<file path="config.mk">
export PLATFORM = sky130hd
export DESIGN_NAME = tri_bus_arbiter_flat
export DESIGN_NICKNAME = d
export VERILOG_FILES = /design/src/rtl/tri_bus_arbiter_pkg.sv /design/src/rtl/tri_bus_arbiter_if.sv /design/src/rtl/tri_bus_arbiter_pick.sv /design/src/rtl/tri_bus_arbiter.sv /design/src/flat_wrapper.sv
export SDC_FILE = /design/constraint.sdc
export NUM_CORES = 1
export LEC_CHECK = 0
export BUFFER_PORTS_ARGS = -buffer_cell sky130_fd_sc_hd__buf_4
export CORE_ASPECT_RATIO = 0.8
export CORE_MARGIN = 2
export CORE_UTILIZATION = 35
export CTS_BUF_LIST = sky130_fd_sc_hd__clkbuf_16
export CTS_CLUSTER_SIZE = 8
export DETAILED_ROUTE_END_ITERATION = 7
export SYNTH_ARGS = -nofsm -noshare
export SYNTH_HDL_FRONTEND = slang
export SYNTH_SLANG_ARGS = --single-unit
</file>
<file path="constraint.sdc">
create_clock -name clk -period 1.9 [get_ports clk]
set_input_delay 0.38 -clock clk [delete_from_list [all_inputs] [get_ports clk]]
set_output_delay 0.38 -clock clk [all_outputs]
set_load 0.01 [all_outputs]
</file>
<file path="src/rtl/tri_bus_arbiter_pkg.sv">
// tri_arb_pkg -- shared types and constants for the tri-state bus arbiter.
//   arb_state_e  : FSM state encoding (IDLE, GRANT, TURN)
//   owner_idx_t  : widest requester index (up to 8 requesters)
//   range limits : legal bounds for NREQ, TA_CYCLES and MAX_HOLD
//   hold_cnt_w() : counter width able to hold the value MAX_HOLD
//   next_ptr()   : round-robin pointer advance with wrap
package tri_arb_pkg;

  typedef enum logic [1:0] {
    IDLE  = 2'd0,
    GRANT = 2'd1,
    TURN  = 2'd2
  } arb_state_e;

  localparam int OWNER_W_MAX  = 3;
  typedef logic [OWNER_W_MAX-1:0] owner_idx_t;

  localparam int NREQ_MIN     = 2;
  localparam int NREQ_MAX     = 8;
  localparam int TA_MIN       = 0;
  localparam int TA_MAX       = 3;
  localparam int MAX_HOLD_MIN = 1;

  function automatic int hold_cnt_w(input int max_hold);
    return $clog2(max_hold + 1);
  endfunction

  // Advance the round-robin pointer past the released owner, wrapping to 0.
  function automatic owner_idx_t next_ptr(input owner_idx_t cur, input int nreq);
    if (int'(cur) >= nreq - 1)
      return '0;
    else
      return cur + 1'b1;
  endfunction

endpackage

</file>
<file path="src/rtl/tri_bus_arbiter_if.sv">
// tri_bus_arbiter_if -- handshake bundle between requesters and the arbiter.
//   req      requester -> arbiter   level request, one bit per requester
//   done     requester -> arbiter   one-cycle release strobe from the owner
//   gnt      arbiter -> requester   one-hot drive enable
//   owner    arbiter -> requester   index of current/last owner
//   busy     arbiter -> requester   arbiter in GRANT or TURN
//   forced   arbiter -> requester   pulse when the hold limit ended a tenure
//   bus_in   net -> arbiter         sampled shared net (ARB_CONTENTION_CHECK_EN)
//   cont_err arbiter -> requester   sticky contention flag (ARB_CONTENTION_CHECK_EN)
// Modports: master = requester side, slave = arbiter side.
interface tri_bus_arbiter_if #(
  parameter int NREQ  = 4,
  parameter int WIDTH = 8
);
  localparam int OW = $clog2(NREQ);

  logic [NREQ-1:0] req;
  logic [NREQ-1:0] done;
  logic [NREQ-1:0] gnt;
  logic [OW-1:0]   owner;
  logic            busy;
  logic            forced;
`ifdef ARB_CONTENTION_CHECK_EN
  logic [WIDTH-1:0] bus_in;
  logic             cont_err;
`endif

  modport master (
    output req, output done,
    input  gnt, input owner, input busy, input forced
`ifdef ARB_CONTENTION_CHECK_EN
    , output bus_in, input cont_err
`endif
  );

  modport slave (
    input  req, input done,
    output gnt, output owner, output busy, output forced
`ifdef ARB_CONTENTION_CHECK_EN
    , input bus_in, output cont_err
`endif
  );

endinterface

</file>
<file path="src/rtl/tri_bus_arbiter_pick.sv">
// rr_priority_pick -- combinational round-robin winner selection.
//   req    in   NREQ  request vector
//   ptr    in   IW    highest-priority index
//   onehot out  NREQ  one-hot winner
//   idx    out  IW    winner index
//   valid  out  1     any request present
module rr_priority_pick #(
  parameter int NREQ = 4,
  parameter int IW   = 2
) (
  input  logic [NREQ-1:0] req,
  input  logic [IW-1:0]   ptr,
  output logic [NREQ-1:0] onehot,
  output logic [IW-1:0]   idx,
  output logic            valid
);

  // First pass takes the lowest set request at or above ptr; the second
  // pass only runs when nothing was found there, which gives the wrap.
  always_comb begin
    onehot = '0;
    idx    = '0;
    valid  = 1'b0;
    for (int j = 0; j < NREQ; j++) begin
      if (!valid && req[j] && (IW'(j) >= ptr)) begin
        valid     = 1'b1;
        idx       = IW'(j);
        onehot[j] = 1'b1;
      end
    end
    for (int j = 0; j < NREQ; j++) begin
      if (!valid && req[j]) begin
        valid     = 1'b1;
        idx       = IW'(j);
        onehot[j] = 1'b1;
      end
    end
  end

endmodule

</file>
<file path="src/rtl/tri_bus_arbiter.sv">
// tri_bus_arbiter -- round-robin arbiter for the output enables of a shared
// tri-state net. Grants are one-hot and registered, separated by TA_CYCLES
// idle turnaround cycles, and each tenure is capped at MAX_HOLD cycles.
//   clk    in  rising-edge clock
//   rst_n  in  asynchronous active-low reset
//   bus    tri_bus_arbiter_if.slave (req/done in; gnt/owner/busy/forced out;
//          bus_in in / cont_err out when ARB_CONTENTION_CHECK_EN is defined)
// Optional feature macro: ARB_CONTENTION_CHECK_EN (X/Z detection on bus_in).
module tri_bus_arbiter
  import tri_arb_pkg::*;
#(
  parameter int NREQ      = 4,
  parameter int WIDTH     = 8,
  parameter int MAX_HOLD  = 16,
  parameter int TA_CYCLES = 1
) (
  input logic              clk,
  input logic              rst_n,
  tri_bus_arbiter_if.slave bus
);

  localparam int IW          = $clog2(NREQ);
  localparam int TA_EFF      = (TA_CYCLES > TA_MAX) ? TA_MAX :
                               (TA_CYCLES < TA_MIN) ? TA_MIN : TA_CYCLES;
  localparam int MAX_HOLD_EFF = (MAX_HOLD < MAX_HOLD_MIN) ? MAX_HOLD_MIN : MAX_HOLD;
  localparam int HW          = hold_cnt_w(MAX_HOLD_EFF);

  arb_state_e      state, stateNext;
  logic [NREQ-1:0] gntReg, gntNext;
  logic [IW-1:0]   ownerIdx, ownerNext;
  logic [IW-1:0]   ptr, ptrNext, ptrInc, pickPtr;
  logic [HW-1:0]   holdCnt, holdNext;
  logic [1:0]      taCnt, taNext;
  logic            forcedReg, forcedNext;

  logic [NREQ-1:0] pickOneHot;
  logic [IW-1:0]   pickIdx;
  logic            pickValid;

  logic ownerDone, ownerReq, limitHit, releaseNow, taLast;

  // gnt is one-hot, so masking with it selects the owner's own bits and
  // every non-owner done/req is ignored for free.
  assign ownerDone  = |(bus.done & gntReg);
  assign ownerReq   = |(bus.req & gntReg);
  assign limitHit   = (holdCnt == HW'(MAX_HOLD_EFF));
  assign releaseNow = ownerDone || !ownerReq || limitHit;
  assign taLast     = (taCnt == 2'(TA_EFF - 1));
  assign ptrInc     = IW'(next_ptr(owner_idx_t'(ownerIdx), NREQ));

  // With zero turnaround the releasing GRANT cycle re-arbitrates, so it must
  // already see the advanced pointer.
  assign pickPtr = (state == GRANT) ? ptrInc : ptr;

  rr_priority_pick #(.NREQ(NREQ), .IW(IW)) u_pick (
    .req    (bus.req),
    .ptr    (pickPtr),
    .onehot (pickOneHot),
    .idx    (pickIdx),
    .valid  (pickValid)
  );

  // Next-state and next-output logic for the IDLE/GRANT/TURN sequence.
  always_comb begin
    stateNext  = state;
    gntNext    = gntReg;
    ownerNext  = ownerIdx;
    ptrNext    = ptr;
    holdNext   = holdCnt;
    taNext     = taCnt;
    forcedNext = 1'b0;
    case (state)
      IDLE: begin
        if (pickValid) begin
          stateNext = GRANT;
          gntNext   = pickOneHot;
          ownerNext = pickIdx;
          holdNext  = HW'(1);
        end
      end
      GRANT: begin
        if (releaseNow) begin
          gntNext    = '0;
          ptrNext    = ptrInc;
          holdNext   = '0;
          forcedNext = limitHit && !ownerDone && ownerReq;
          if (TA_EFF == 0) begin
            if (pickValid) begin
              stateNext = GRANT;
              gntNext   = pickOneHot;
              ownerNext = pickIdx;
              holdNext  = HW'(1);
            end else begin
              stateNext = IDLE;
            end
          end else begin
            stateNext = TURN;
            taNext    = '0;
          end
        end else begin
          holdNext = holdCnt + HW'(1);
        end
      end
      TURN: begin
        if (taLast) begin
          if (pickValid) begin
            stateNext = GRANT;
            gntNext   = pickOneHot;
            ownerNext = pickIdx;
            holdNext  = HW'(1);
          end else begin
            stateNext = IDLE;
          end
        end else begin
          taNext = taCnt + 2'd1;
        end
      end
      default: begin
        stateNext = IDLE;
        gntNext   = '0;
      end
    endcase
  end

  // State and output registers; reset clears gnt immediately.
  always_ff @(posedge clk or negedge rst_n) begin
    if (!rst_n) begin
      state     <= IDLE;
      gntReg    <= '0;
      ownerIdx  <= '0;
      ptr       <= '0;
      holdCnt   <= '0;
      taCnt     <= '0;
      forcedReg <= 1'b0;
    end else begin
      state     <= stateNext;
      gntReg    <= gntNext;
      ownerIdx  <= ownerNext;
      ptr       <= ptrNext;
      holdCnt   <= holdNext;
      taCnt     <= taNext;
      forcedReg <= forcedNext;
    end
  end

  assign bus.gnt    = gntReg;
  assign bus.owner  = ownerIdx;
  assign bus.busy   = (state != IDLE);
  assign bus.forced = forcedReg;

`ifdef ARB_CONTENTION_CHECK_EN
  logic contErr;

  // The first grant cycle is skipped because the new driver is still
  // turning on; after that any X/Z bit on the net means two drivers fight
  // or nobody drives.
  always_ff @(posedge clk or negedge rst_n) begin
    if (!rst_n)
      contErr <= 1'b0;
    else if ((state == GRANT) && (holdCnt > HW'(1)) && ((^bus.bus_in) === 1'bx))
      contErr <= 1'b1;
  end

  assign bus.cont_err = contErr;
`endif

endmodule

</file>
<file path="src/flat_wrapper.sv">
// flat-port wrapper written by rule: the top's interface ports become plain ports
module tri_bus_arbiter_flat import tri_arb_pkg::*;
#(
  parameter int NREQ      = 4,
  parameter int WIDTH     = 8,
  parameter int MAX_HOLD  = 16,
  parameter int TA_CYCLES = 1
)
  (clk, rst_n, bus_req, bus_done, bus_gnt, bus_owner, bus_busy, bus_forced);
  tri_bus_arbiter_if #(.NREQ(NREQ), .WIDTH(WIDTH)) bus_i ();
  input logic clk;
  input logic rst_n;
  input wire logic [$bits(bus_i.req)-1:0] bus_req;
  input wire logic [$bits(bus_i.done)-1:0] bus_done;
  output wire logic [$bits(bus_i.gnt)-1:0] bus_gnt;
  output wire logic [$bits(bus_i.owner)-1:0] bus_owner;
  output wire logic [$bits(bus_i.busy)-1:0] bus_busy;
  output wire logic [$bits(bus_i.forced)-1:0] bus_forced;
  assign bus_i.req = bus_req;
  assign bus_i.done = bus_done;
  assign bus_gnt = bus_i.gnt;
  assign bus_owner = bus_i.owner;
  assign bus_busy = bus_i.busy;
  assign bus_forced = bus_i.forced;
  tri_bus_arbiter #(.NREQ(NREQ), .WIDTH(WIDTH), .MAX_HOLD(MAX_HOLD), .TA_CYCLES(TA_CYCLES)) u_core (.clk(clk), .rst_n(rst_n), .bus(bus_i));
endmodule
</file>
; After elaboration in Yosys (flattened, before gate mapping)
; Cells that the tools add are included.
[word_totals]
out_inout_bits = 8
regBits = 18
elab_cells = 107
input_bits = 10
[op_classes]
n_bitwise = 2
muxes = 45
order_cmp = 5
add_sub_neg = 3
reduce_logical = 38
n_eq_ne = 7
[ops]
columns = operator, count
row1 = $mux W2, 15
row2 = $mux W1, 19
row3 = $mux W5, 3
row4 = $pmux W5 S3, 1
row5 = $logic_and A1 B1 Y1, 13
row6 = $mux W4, 3
row7 = $pmux W4 S3, 1
row8 = $logic_not A1 Y1, 9
row9 = $and A4 B4 Y4, 2
row10 = $pmux W2 S2, 2
row11 = $reduce_and A2 Y1, 4
row12 = $reduce_or A4 Y1, 2
row13 = $ne A2 B1 Y1 const B, 3
row14 = $pmux W2 S3, 1
row15 = $reduce_and A3 Y1, 2
row16 = $reduce_bool A2 Y1, 3
row17 = $add A5 B1 Y5 const B, 1
row18 = $eq A5 B5 Y1 const B, 1
row19 = $add A2 B1 Y2 const B, 2
row20 = $ge A1 B2 Y1 const A, 2
row21 = $ge A2 B2 Y1 const A, 2
row22 = $logic_not A2 Y1, 2
row23 = $reduce_bool A3 Y1, 1
row24 = $eq A2 B1 Y1 const B, 1
row25 = other kinds (4), 5

; Logic depth before layout (Yosys ltp)
; Gate-level depths: netlist (run 1).
[depth]
depth_word = 33
mapped_depth = 8
mapped_depth_nobuf = 6

; Cells and area by module
; A second synthesis (run 1) with hierarchy kept.
[unflattened]
hier_cells = 127
hier_area_um2 = 1223.7
[by_module_without_submodules]
columns = module, area_per_inst_um2, cells_per_inst, n_inst, seq_area_each_um2
row1 = tri_bus_arbiter, 1001.0, 94, 1, 450.4
row2 = rr_priority_pick, 222.7, 33, 1, 0.0

; Least setup slack after synthesis (run 1)
; No wires, ideal clock.
[synth_path]
kind = register to register
start = register u_core.state[1]
end = register u_core.ownerIdx[0] (netlist: u_core.bus.owner[0])
t_arrival_ns = 1.673
slack_ns = 0.145
stages_incl_launch_ff = 8
cell_sequence = dfrtp_1 -> inv_1 -> ha_1 -> buf_4 -> mux2i_1 -> o21ai_0 -> a211o_1 -> a31oi_1
[synth_between]
elab_chain_cells = 32
elab_cells_between_ends = 47
cone_classes = order compare: 4 / eq/ne: 3 / mux: 19 / reduce/logical: 21
[synth_lines]
columns = element, line_no
row1 = from (decl), tri_bus_arbiter.sv:28  ; arb_state_e state, stateNext;
row2 = from (signal assigned), tri_bus_arbiter.sv:136  ; state <= stateNext;
row3 = $eq A2 B1 Y1, tri_bus_arbiter.sv:53  ; assign pickPtr = (state == GRANT) ? ptrInc : ptr;
row4 = $mux W2, tri_bus_arbiter.sv:53
row5 = $ge A1 B2 Y1, tri_bus_arbiter_pick.sv:25  ; if (!valid && req[j] && (IW'(j) >= ptr)) begin
row6 = $logic_and A1 B1 Y1, tri_bus_arbiter_pick.sv:25
row7 = $mux W1, tri_bus_arbiter_pick.sv:25
row8 = $logic_not A1 Y1, tri_bus_arbiter_pick.sv:25
row9 = $logic_and A1 B1 Y1 (2 in series), tri_bus_arbiter_pick.sv:25
row10 = $mux W1, tri_bus_arbiter_pick.sv:25
row11 = (+15 left out), -
row12 = $logic_and A1 B1 Y1, tri_bus_arbiter_pick.sv:32  ; if (!valid && req[j]) begin
row13 = $mux W1, tri_bus_arbiter_pick.sv:32
row14 = $logic_not A1 Y1, tri_bus_arbiter_pick.sv:32
row15 = $logic_and A1 B1 Y1, tri_bus_arbiter_pick.sv:32
row16 = $mux W2 or $mux W1 (tied branches), tri_bus_arbiter_pick.sv:32
row17 = $mux W2, "tri_bus_arbiter.sv:74, tri_bus_arbiter.sv:106"
row18 = $mux W2, tri_bus_arbiter.sv:105  ; if (taLast) begin
row19 = $pmux W2 S2, tri_bus_arbiter.sv:72  ; case (state)
row20 = to (signal assigned), tri_bus_arbiter.sv:138  ; ownerIdx <= ownerNext;
row21 = to (decl), tri_bus_arbiter.sv:30  ; logic [IW-1:0] ownerIdx, ownerNext;
; Parallel ways exist; a longest one is shown, timed or not. The select of a mux whose other input is x is not followed.
; A chain may end at the register's enable or synchronous reset.

; Worst setup path in the final report (run 1)
[layout_path]
start = register u_core.state[1]
end = register u_core.ownerIdx[1] (netlist: u_core.bus.owner[1])
; Same word-level chain as after synthesis.

==> results.md, run 1 <==
- The netlist area before placement is 1330 um2.
- From synthesis to final layout, the design area changed by 27.1%.
- After detailed routing, the number of remaining DRC violations is 0.
- The number of distinct library cells after synthesis is 48.
- Max-cap violations in this run came to 0.
- Setup violations remaining at the end of the flow were counted as 0.
- The via count of the first global-routing pass is between 1000 and 1500.
- The maximum number of buffers from clock root to sink is 2.
- The actual transition at the worst max-transition pin is 0.401 ns.
- The gate count after technology mapping is 135.
- The worst setup margin is 0.0965 ns.
- The iteration-0 DRC count of the detailed router is 51.
- The number of standard-cell rows in the floorplan is 20.
- The worst-skew pair later-pin latency is about 0.25 ns.
- For this design the total switching power over the nets is between 0.001 and 0.0015 W.
- Data on the critical path is required at its endpoint by between 2 and 2.5 ns.
- The clock drives 18 sinks.
- After synthesis the netlist holds a flip-flop and latch count of 18.
- The flip-flop cell with the highest count after synthesis is dfrtp_1.
- The total nets after synthesis is roughly 160.
- The number of antenna diodes in the final layout is 0.
- The overall overflow remaining after global route is 0.
- In this run the power density over the cells is 1550 nW/um2.
- The total internal power is ~0.0016 W.
- The clock tree root buffer cell is clkbuf_16.
- The share of total power dissipated in combinational logic is 0.597.
- The post-detailed-routing wire length is about 3.1 mm.
- The top-level port count is 18.
- The leakage power summed over all cells is ~0.76 nW.
- The share of the Yosys chip area taken by registers is 0.339.
- In this run the horizontal extent of the chip is between 70 and 80 um.
- The per-instance average area after synthesis is 9.85 um2.
- TritonCTS built the clock tree.
- The critical path startpoint category is a flip-flop.
- The worst hold slack is between 0.4 and 0.5 ns.
- The max-slew violation total from the final report came to 0.
- The share of total power dissipated in sequential elements is 0.238.
- The most common cell after layout, fill and taps aside is buf_4.
- Timing analysis after detailed placement gives a worst setup slack of -0.0616 ns.
- The element type at the critical path end is a flip-flop.
- After detailed routing, the number of vias per cell comes to ~5.6.
- At the end of routability-driven placement, the weighted congestion stood at around 0.89.
- The highest fanout seen on the critical path is 11.
- The die covers 4310 um2.
- The number of enable flip-flop cells after synthesis is 0.
- The depth of the worst register-to-register path is 6.
- The clock share of power is 0.165.
- The first-pass GRT wire length is between 5 and 6 mm.
- The first-pass detailed-route iteration total is 4.
- The maximum level of the CTS H-tree is 1.
- The initial antenna violation count is 0.
- STA puts the critical path data arrival time at a little under 2 ns.
- The achievable frequency is 554 MHz.
- In this run the worst hold path is classified as in -> reg.
- In the final routed layout, each cell accounts on average for 14.7 um.
- The synthesis warning total is 0.
- The total CTS buffers is 3.
- The number of input and output port buffers inserted is 17.
- The total number of vias is 1183.
- The run finished with clean final reports.
- The count of nets left with antenna violations after detail routing is 0.
- For the finished layout, the period the worst path requires is between 1.5 and 2 ns.
- The switching power as a share of total power is 0.409.
- The ratio of cells with drive above 1 in the final layout is 0.310.
- The final worst clock skew is around 0.0034 ns.
- The final-report hold violation count is 0.
- The number of cells on the worst hold path is 3.
- The net count of the finished layout is 189.
- In the finished design, the share of the clock period the worst path needs comes to 0.949.
- The wire-length estimate of the detail-placed layout is between 2 and 2.5 mm.
- The worst slew margin relative to its limit is 0.732.
- By startpoint and endpoint, the worst setup path is classified as reg -> reg.
- The library cells used most frequently in the layout, excluding fill and tap cells, are 33 x buf_4, 18 x dfrtp_1, 13 x inv_1, 8 x o21ai_0, 8 x ha_1.
- Setup repair after global routing could not meet its margin everywhere.
- The core area is 3730 um2.
- Clock-pin slew was measured on the worst setup and hold paths at approximately 0.060 ns.
- The highest ir drop seen on vdd is roughly 620 uV.
- The largest net degree at the start of global routing is 19.
- For this run, asynchronously set or reset flops after synthesis account for 1.00.
- The floorplan step set the die height to around 60 um.
- The total routing usage reported by global routing is 0.160.
- The starting density of the core is 0.357.
## kinds of logic after synthesis
group | Yosys count | share of synthesized area
adder cells (fa/ha/maj) | 10 | 0.0941
multiplexers | 5 | 0.0405
flip-flops | 18 | 0.339
buffers and inverters | 18 | 0.0734
AO/OA/AOI/OAI | 51 | 0.307
AND/OR/NAND/NOR | 33 | 0.147
## synth_stat cells, drive strengths merged (2+ instances only)
master	n	share of area
a211o	4	0.026
a21oi	5	0.019
a221o	2	0.015
a22o	3	0.027
a22oi	2	0.011
buf	5	0.037
dfrtp	18	0.34
ha	10	0.094
inv	13	0.037
mux2	3	0.025
mux2i	2	0.015
nand2	6	0.017
nand2b	3	0.014
nand3	2	0.0075
nor2	8	0.024
nor3	2	0.0075
nor4	3	0.025
o211ai	5	0.028
o21ai	10	0.038
o22ai	4	0.024
o2bb2ai	5	0.033
## per-layer routing
metal,track usage,vias up,wire length [um]
met5,0,-,0
met1,0.218,569,1560
met3,0.0425,6,132
met4,0.0397,0,31
met2,0.255,29,1390
li1,-,579,-
## critical path, stage by stage, from the launching register on
cell and delay [ns]:
dfrtp_1 0.37, inv_1 0.08, ha_2 0.34, or3b_2 0.49, a21oi_1 0.17, o22a_1 0.15, o21ai_0 0.09
## stage by stage
step | utilization | std cells | area [um2] | TNS [ns] | power, W
CTS | 0.450 | 212 | 1680 | 0 | 0.00260
global route | 0.453 | 212 | 1690 | -0.000265 | 0.00285
global placement | 0.425 | 207 | 1580 | 0 | 0.00209
floorplan | - | 135 | 1330 | 0 | 0.00156
finish | 0.453 | 212 | 1690 | 0 | 0.00263
detailed placement | 0.425 | 207 | 1580 | -0.140 | 0.00213
## area by class of cell
cell class / instances / area (um2)
fillers: 344 / 2040
multi-input cells: 99 / 800
flip-flops and latches: 18 / 450
repair buffers: 34 / 258
clock buffers: 3 / 75.1
well taps: 44 / 55.1
inverters: 13 / 48.8
clock inverters: 1 / 3.75
## power by group through the flow
| stage | Sequential [W] | Combinational, W | Clock [W] |
|---|---|---|---|
| final | 0.000626 | 0.00157 | 0.000433 |
| after global routing | 0.000644 | 0.00174 | 0.000464 |
| after CTS | 0.000622 | 0.00153 | 0.000448 |
| after detailed placement | 0.000626 | 0.00150 | 0 |
| after global placement | 0.000617 | 0.00148 | 0 |
| after floorplan | 0.000648 | 0.000913 | 0 |
## registers in the layout, indices dropped and copies added (netlist names)
name and count:
u_core.bus.forced 1, u_core.bus.gnt 4, u_core.bus.owner 2, u_core.holdCnt 5, u_core.ptr 2, u_core.state 2
u_core.taCnt 2
## worst paths after layout
path | start | end | slack (ns)
hold / removal | bus_req[2] | u_core.bus.gnt[2] | 0.45
min in group asynchronous | rst_n | u_core.holdCnt[4] | 0.54
setup reg to reg | u_core.state[1] | u_core.bus.owner[1] | 0.1
setup / recovery | u_core.state[1] | u_core.bus.owner[1] | 0.1
max in group asynchronous | rst_n | u_core.ptr[1] | 1.16
hold reg to reg | u_core.taCnt[0] | u_core.taCnt[0] | 0.49
## what timing repair did
item / in CTS / in global routing
hold endpoints to repair: 3 / 0
gates resized for setup: 1 / 4
hold buffers: 1 / 0
setup buffers: 0 / 0
setup endpoints to repair: 3 / 11
No activity file was read; power rests on OpenSTA's default activity.
==> run 2, diff against run 1 <==
==> constraint.sdc (replaced) <==
create_clock -name clk -period 1.9 [get_ports clk]
set_input_delay 0.19 -clock clk [delete_from_list [all_inputs] [get_ports clk]]
set_output_delay 0.19 -clock clk [all_outputs]
set_load 0.01 [all_outputs]
==> run 2 against run 1 <==
Global-route usage fell by 0.66 points. Sequential share of layout area fell by 0.098 points. Wire length rose by 0.58%. Highest routed layer is now met3. Hold slack got worse by 0.18 ns.
==> results.md, run 2 (same netlist as run 1, synthesis figures left out) <==
- The half-perimeter wire length after detailed placement is 2.36 mm (-1.2%).
- The achievable frequency is 546 MHz (-1.6%).
- The vertical die dimension is 59.1 um (unchanged).
- Setup repair after global routing left no endpoint under its margin.
- The max-slew violation total from the final report is 0 (unchanged).
- The highest ir drop seen on vdd is 463 uV (-26%).
- The final weighted congestion of routability-driven global placement is 0.874 (-2.1%).
- The average routed wire per standard cell is 14.8 um (+1.1%).
- The final setup TNS came to 0 ns (unchanged).
- The iteration-0 DRC count of the detailed router is 148 (+190%).
- The maximum level of the CTS H-tree is 1 (unchanged).
- The number of failing setup endpoints in the final timing report is 0 (unchanged).
- The most critical setup path has its endpoint at u_core.state[1].
- The final cycle utilization of the critical path is 0.965 (+0.0154).
- The number of vias per cell after detailed routing is 5.63 (+0.81%).
- The final worst clock skew is 0.000633 ns (-0.00279 ns).
- The actual transition at the worst max-transition pin came to 0.436 ns (+0.0352 ns).
- The critical path startpoint category is a flip-flop.
- The maximum number of buffers from clock root to sink is 2 (unchanged).
- The x dimension of the die came to 72.9 um (unchanged).
- The count of clock tree sinks is 18 (unchanged).
- The met1 usage was 0.217 (-0.000959).
- The startpoint identified for the worst register-to-register timing path is u_core.bus.gnt[1].
- The worst-skew pair later-pin latency is 0.25 ns (about the same).
- The reg-to-reg setup timing slack was 0.07 ns (-0.03 ns).
- The total routing usage reported by global routing is 0.154 (-0.00658).
- Leaving out fill and tap cells, the most frequent cell in the layout is buf_4.
- The first-pass GRT wire length is 5.20 mm (-1.7%).
- The fraction of met2 tracks used by global routing came to 0.249 (-0.00519).
- The required time of the critical path was 2.03 ns (about the same).
- In the layout the commonest cells are 32 x buf_4, 18 x dfrtp_1, 13 x inv_1, 9 x o21ai_0, 9 x ha_1.
- The post-layout net count came to 188 (-0.53%).
- The placement-stage worst setup slack was -0.0703 ns (-0.00869 ns).
- The number of diodes added for antenna fixing is 0 (unchanged).
- The total CTS buffers is 3 (unchanged).
- The overall overflow remaining after global route was 0 (unchanged).
- The critical path class is reg -> reg.
- The count of nets left with antenna violations after detail routing is 0 (unchanged).
- In this run the worst setup path begins at u_core.bus.gnt[1].
- The largest net degree at the start of global routing was 19 (unchanged).
- The number of input and output port buffers inserted is 17 (unchanged).
- The ratio of cells with drive above 1 in the final layout is 0.311 (+0.00185).
- The full die area came to 4310 um2 (unchanged).
- The number of standard-cell rows in the floorplan is 20 (unchanged).
- The min-delay analysis places its worst path in the category in -> reg.
- The worst slew margin relative to its limit was 0.709 (-0.0236).
- The first-pass detailed-route iteration total is 4 (unchanged).
- The highest fanout seen on the critical path was 3 (-8).
- The starting density of the core is 0.357 (unchanged).
- The total number of vias was 1187 (+0.34%).
- The post-detailed-routing wire length was 3.13 mm (+0.58%).
- The count of unresolved DRC violations after routing is 0 (unchanged).
- The area taken by multi-input logic gates is 813 um2 (+1.7%).
- The initial antenna violation count is 0 (unchanged).
- The leakage power summed over all cells is 0.758 nW (-0.32%).
- The power density of the placed cells is 1540 nW/um2 (-0.54%).
- The power consumption was 0.00262 W (-0.17%).
- Counting flops per register, the top entry is u_core.holdCnt.
- Compared with the post-synthesis result, the final layout area differs by 27.6%.
- The number of cells on the worst hold path is 3 (unchanged).
- The final-report hold violation count is 0 (unchanged).
- The element type at the critical path end is a flip-flop.
- The top-level port count is 18 (unchanged).
- The number of flip-flops in the largest register was 5 (unchanged).
- The clock slew seen by the registers of the worst setup and hold paths came to 0.05 ns (about the same).
- The core area came to 3730 um2 (unchanged).
- The run finished with clean final reports.
- The storage element area is 450 um2 (unchanged).
- The most heavily used metal layer in global routing is met2.
- The met3 capacity usage during global routing came to 0.0357 (-0.00680).
- The time the worst path needs with I/O delays and setup is 1.83 ns (+0.0292 ns).
- The fill cell instance count of the final layout is 355 (+3.2%).
- The number of buffers inserted by post-CTS setup repair was 0 (unchanged).
- The depth of the worst register-to-register path came to 4 (-2).
- CTS placed an instance of clkbuf_16 at the clock tree root.
- The worst setup margin is 0.0673 ns (-0.0292 ns).
- The via count of the first global-routing pass is 1120 (+0.089%).
- TritonCTS built the clock tree.
- The end of the worst register-to-register path is u_core.state[1].
- The worst path arrival time is 1.97 ns (+0.04 ns).
- The number of max-cap violations is 0 (unchanged).
==> run 2: changes by cell type in the layout (fill, tap and decap cells not counted) <==
cell / previous run / this run
a211o_1: 4 / 3
a211o_2: 0 / 1
a22oi_1: 2 / 1
a22oi_2: 0 / 1
buf_4: 33 / 32
ha_1: 8 / 9
ha_2: 2 / 0
ha_4: 0 / 1
o21ai_0: 8 / 9
o21ai_1: 2 / 1
==> run 2: per-stage QoR <==
stage / util / cell area [um2] / std cells / hold slack, ns
2_1_floorplan: - / 1330 / 135 / -0.106
6_report: 0.455 / 1700 / 211 / 0.271
4_1_cts: 0.448 / 1670 / 211 / 0.267
3_5_place_dp: 0.423 / 1580 / 206 / 0.0808
5_1_grt: 0.455 / 1700 / 211 / 0.301
3_3_place_gp: 0.423 / 1580 / 206 / 0.0777
==> run 2: where the power goes <==
part / internal (W) / leakage (nW) / switching (W) / total [W]
Combinational: 0.000762 / 0.484 / 0.000807 / 0.00157
Sequential: 0.000504 / 0.236 / 0.000124 / 0.000628
Clock: 0.000280 / 0.0385 / 0.000144 / 0.000423
Total: 0.00155 / 0.758 / 0.00107 / 0.00262
==> run 2: routing by layer <==
metal / part of all wire / wire length, um / vias up
met4: 0 / 0 / 0
met2: 0.47 / 1460 / 34
met5: 0 / 0 / -
li1: - / - / 574
met1: 0.48 / 1510 / 579
met3: 0.050 / 155 / 0
==> run 2: critical path, cell delays in order (launching register included) <==
cell       delay [ns]
dfrtp_1          0.41
a22oi_1          0.39
o2111ai_4        0.21
o21ai_0          0.34
mux2_2           0.37
==> run 2: area by class of cell <==
cell class	instances	share of cell area
inverters	13	0.0288
multi-input cells	99	0.479
repair buffers	33	0.147
clock buffers	3	0.0442
clock inverters	1	0.00221
flip-flops and latches	18	0.265
well taps	44	0.0324
==> run 2: how the worst min path moves through the flow <==
stage	startpoint	endpoint	slack [ns]
after detailed placement	rst_n	u_core.holdCnt[4]	0.08
after global placement	rst_n	u_core.holdCnt[4]	0.08
final	bus_req[2]	u_core.bus.gnt[2]	0.27
after CTS	bus_req[2]	u_core.bus.gnt[2]	0.27
after floorplan	rst_n	u_core.bus.forced	-0.11
after global routing	bus_req[2]	u_core.bus.gnt[2]	0.30
==> run 2: what timing repair did <==
| item | CTS | global route |
|---|---|---|
| resized for setup | 1 | 5 |
| setup endpoints to repair | 3 | 14 |
| hold endpoints to repair | 18 | 0 |
| hold buffers | 1 | 0 |
| pin swaps | 0 | 0 |
